--- src/rtl/rcv_fifo_ctrl.sv ---
// rcv_fifo_ctrl: packs received bytes into 32-bit words and drives the write/read
// pointers of a 4-entry word FIFO, flagging short packets and dropped words.
module rcv_fifo_ctrl (
  input  logic        clk,
  input  logic        n_rst,
  input  logic        rx_byte_valid,
  input  logic [7:0]  rx_byte,
  input  logic        rx_eop,
  input  logic        read_en,
  input  logic        clear,
  output logic        wr_en,
  output logic [1:0]  wr_addr,
  output logic [31:0] wr_data,
  output logic [1:0]  rd_addr,
  output logic        full,
  output logic        empty,
  output logic        framing_error,
  output logic        overflow
);
  typedef enum logic [1:0] {IDLE, RECV, ERR} state_t;
  state_t state, state_nx;
  logic [1:0] head_ptr, tail_ptr, tail_side, side_nx, lanes;
  logic head_tog, tail_tog, lane3, push, eop_act, eop_err;
  logic [23:0] hold;
  assign empty   = head_ptr == tail_ptr && head_tog == tail_tog;
  assign full    = head_ptr == tail_ptr && head_tog != tail_tog;
  assign rd_addr = head_ptr;
  assign side_nx = tail_side + 2'd1;
  assign lane3   = rx_byte_valid && tail_side == 2'd3;
  assign push    = lane3 && !full;
  // eop sees the lane count after any coincident byte has been counted
  assign lanes   = rx_byte_valid ? side_nx : tail_side;
  assign eop_act = rx_eop && (rx_byte_valid || state == RECV);
  assign eop_err = eop_act && lanes != 2'd0;
  always_ff @(posedge clk or negedge n_rst)
    if (!n_rst) state <= IDLE;
    else state <= state_nx;
  always_comb
    state_nx = clear ? IDLE : eop_act ? (eop_err ? ERR : IDLE) : rx_byte_valid ? RECV : state;
  always_comb
    framing_error = state == ERR;
  always_ff @(posedge clk or negedge n_rst) begin
    if (!n_rst) begin
      {head_tog, head_ptr, tail_tog, tail_ptr, tail_side} <= '0;
      {hold, wr_en, wr_addr, wr_data, overflow} <= '0;
    end else if (clear) begin
      {head_tog, head_ptr, tail_tog, tail_ptr, tail_side} <= '0;
      {hold, wr_en, wr_addr, wr_data, overflow} <= '0;
    end else begin
      wr_en <= push;
      if (push) begin
        wr_addr <= tail_ptr;
        wr_data <= {rx_byte, hold};
      end
      // the pointer moves only once the write strobe has been presented
      if (wr_en) {tail_tog, tail_ptr} <= {tail_tog, tail_ptr} + 3'd1;
      if (read_en && !empty) {head_tog, head_ptr} <= {head_tog, head_ptr} + 3'd1;
      if (lane3 && full) overflow <= 1'b1;
      tail_side <= eop_err ? 2'd0 : lanes;
      if (rx_byte_valid && !lane3) hold[{tail_side, 3'b000} +: 8] <= rx_byte;
      if (eop_err) hold <= '0;
    end
  end
endmodule
--- config.mk ---
export PLATFORM = sky130hd
export DESIGN_NAME = rcv_fifo_ctrl
export DESIGN_NICKNAME = d
export VERILOG_FILES = /design/src/rtl/rcv_fifo_ctrl.sv
export SDC_FILE = /design/constraint.sdc
export NUM_CORES = 1
export LEC_CHECK = 0
export CAP_MARGIN = 0
export CORE_MARGIN = 4
export CORE_UTILIZATION = 52
export CTS_CLUSTER_SIZE = 24
export DETAILED_ROUTE_END_ITERATION = 8
export GPL_TIMING_DRIVEN = 0
export PLACE_DENSITY = 0.82
export SETUP_SLACK_MARGIN = 0.1
export SYNTH_ARGS = -nofsm -noshare
export SYNTH_HDL_FRONTEND = slang
export SYNTH_SLANG_ARGS = --single-unit
--- constraint.sdc ---
create_clock -name clk -period 2.25 [get_ports clk]
set_input_delay 0.3375 -clock clk [delete_from_list [all_inputs] [get_ports clk]]
set_output_delay 0.3375 -clock clk [all_outputs]
set_load 0.02 [all_outputs]
==> flow_summary.json <==
{
  "status": "finished, final reports clean",
  "tns_ns": 0,
  "dp_slack_ns": 0.06630,
  "cp_cell_sequence": "xnor2_1, nand2_1, nor2_1, clkdlybuf4s15_1",
  "grt_setup_unrepaired": "false",
  "cp_data_required_time_ns": 1.91,
  "peakVddDrop_v": 0.0004558,
  "clk_latency_ns": 0.34,
  "crit_type": "reg -> out",
  "wire_per_inst_um": 15.92,
  "dp_hpwl_um": 4548,
  "stdcell_area_um2": 3935,
  "ys_seq_area_share_pct": 56.77,
  "ys.flop_type": "dfrtp_1",
  "worst_slew_pin_slew_ns": 0.8429,
  "powerDensity_nw_per_um2": 650.1,
  "ios": 55,
  "overflow": 0,
  "skew_ns": 0.008183,
  "syn_inst": 276,
  "cts_made_buffers": 9,
  "cts.sinks": 70,
  "slowest_stage": "dfrtp_1",
  "reg2reg_slack_ns": 0.29,
  "gp_congestion": 0.8622,
  "clockBufferDepth": 2,
  "cp_num_buf_inv": 1,
  "start_util_pct": 54.69,
  "routed_wl_um": 6638,
  "syn_nets": 297,
  "grt_max_degree": 71,
  "cp-end-kind": "output port",
  "portBuffers": 52,
  "stdcell_count": 417,
  "path_clk_slew_ns": 0.07,
  "vias": 2239,
  "drive_gt1_share_pct": 8.696,
  "syn2layout_area_growth_pct": 27.53,
  "antenna_found_initial": 0,
  "syn_area_um2": 3085,
  "slew-limit-headroom_pct": 43.81,
  "setup_slack_ns": 0.2666,
  "cts_root_buf": "clkbuf_8",
  "drc": 0,
  "ant_nets": 0,
  "place_area_um2": 3694,
  "multi_input_area_um2": 1226,
  "cpPeakStageDelay_ns": 0.47,
  "ys_warn_count": 0,
  "drt_first_pass_iters": 5,
  "ys_ff_latch": 70,
  "die_area_um2": 7230,
  "die_w_um": 85.03,
  "seqCellArea_um2": 1752,
  "die_h_um": 85.03,
  "fmax_ghz": 0.5042,
  "synth_edf_count": 0,
  "rows": 27,
  "grt_pass1_vias": 2324,
  "finalHoldViolCount": 0,
  "worstPathMaxFanout": 5,
  "drtIter0Drc": 172,
  "grt_pass1_wl_um": 11150,
  "crit_family": "flip-flops",
  "yosys.cell_types.count": 30,
  "dp.cells": 400,
  "async_flop_share_pct": 100.0,
  "crit_path_start_kind": "flip-flop",
  "p_leak_nw": 1.681,
  "viasPerCell": 5.369,
  "total_power_mw": 2.558,
  "setup_viol": 0,
  "final_nets": 361,
  "cp.arrival_ns": 1.65,
  "syn_avg_cell_area_um2": 11.18,
  "fillers": 408,
  "max-cap-violations": 0,
  "cts_tree": "built",
  "diodes": 0,
  "track_usage_pct": 19.89,
  "slew_violations": 0,
  "period_minus_slack_ns": 1.983,
  "hold_buffers": 0,
  "h-tree-depth": 3,
  "fin_crit_sh_pct": 88.15,
  "hold_path_class": "in -> async",
  "core-area_um2": 5642
}
timing repair:
action | in CTS | in global routing
gates resized for setup | 4 | 2
hold endpoints to repair | 0 | 0
endpoints found under the setup margin | 16 | 37
setup buffers | 0 | 1
pin swaps | 0 | 2
stage by stage:
stage	hold slack, ns	utilization (%)
after floorplan	0.04191	-
after global placement	0.4980	65.51
after detailed placement	0.5047	65.47
after CTS	0.1244	69.55
after global routing	0.1629	69.75
final	0.09434	69.75
path summary, 6_finish.rpt:
check,from,endpoint,cells after the start
setup / recovery,tail_ptr[0]$_DFFE_PN0P_,full,4
setup reg to reg,tail_side[0]$_DFF_PN0_,hold[16]$_DFFE_PN0P_,6
hold / removal,n_rst,wr_data[6]$_DFFE_PN0P_,1
min in group clk,rx_byte_valid,state[0]$_DFFE_PN0P_,3
hold reg to reg,wr_data[19]$_DFFE_PN0P_,wr_data[19]$_DFFE_PN0P_,2
max in group asynchronous,n_rst,wr_data[30]$_DFFE_PN0P_,1
layout make-up:
cell class              count  share of cell area, %
clock buffers              12                  3.688
multi-input cells         189                  31.16
flip-flops and latches     70                  44.52
well taps                  72                  2.289
plain buffers              13                  2.862
clock inverters             4                  1.781
repair buffers             53                  13.32
inverters                   4                 0.3816
power by group:
| group | switching [mW] | internal [mW] | leakage [nW] |
|---|---|---|---|
| sequential | 0.0114 | 1.27 | 0.974 |
| combinational | 0.119 | 0.0559 | 0.597 |
| clock | 0.449 | 0.652 | 0.110 |
cell usage after synthesis (2+ instances only):
library cell	instances	area, um^2
a22oi_1	16	120.1
dfrtp_1	70	1752
inv_1	4	15.01
a21oi_1	10	50.05
nand3_1	8	40.04
xor2_1	5	43.79
nand2b_1	3	18.77
buf_2	3	15.01
clkbuf_1	5	18.77
buf_12	3	60.06
nor4_2	2	25.02
ha_1	7	87.58
or3_1	2	12.51
xnor2_1	5	43.79
and2_1	2	12.51
mux2i_1	36	360.4
nor2_1	62	232.7
nor2b_1	3	18.77
nor3_1	2	10.01
nand2_1	18	67.56
cell usage in the layout, fill, tap and decap left out, drive strengths merged:
master         netlist  layout
buf                  8      10
dfrtp               70      70
and2                 2       2
o22ai                1       1
clkbuf               5      17
a22oi               16      16
o21ba                1       1
dlygate4sd2          0       1
nand2b               3       3
xor2                 5       5
clkinv               0       2
a21oi               10      10
nor2b                3       3
o21ai                2       2
nor2                62      62
nor4                 2       2
xnor2                5       5
o21bai               1       1
nor3                 2       2
a31oi                1       1
or3                  2       2
bufinv               0       2
nand3                8       8
clkdlybuf4s50        0      49
mux2i               36      36
nand2               18      18
ha                   7       7
a211oi               1       1
o31ai                1       1
clkdlybuf4s15        0       1
inv                  4       4
state kept, by name (all words and copies together) (netlist names):
signal and flops:
wr_en 1, tail_side 2, wr_data 32, tail_tog 1, state 2, wr_addr 2
overflow 1, head_tog 1, rd_addr 2, hold 24, tail_ptr 2
layer usage:
metal  up-vias  GRT usage [%]  wire length, um
met5         -              0                0
met4         0          9.928              141
met3        14          4.854              308
met2        67          30.86             3072
met1      1091          26.08             3115
li1       1067              -                -
logic make-up after synthesis:
group                    share of synthesized area, %
flip-flops                                      56.77
XOR/XNOR                                        2.838
buffers and inverters                           4.136
adder cells (fa/ha/maj)                         2.838
AO/OA/AOI/OAI                                   7.543
multiplexers                                    11.68
AND/OR/NAND/NOR                                 14.19
worst reg2reg max path, stage by stage (launching register included):
cell,delay [ns]
dfrtp_1,0.50
inv_1,0.14
ha_1,0.37
nand2_1,0.19
nor4_4,0.41
a22oi_1,0.16
nor2_1,0.12
Note: power is estimated with default switching activity, not from simulation.
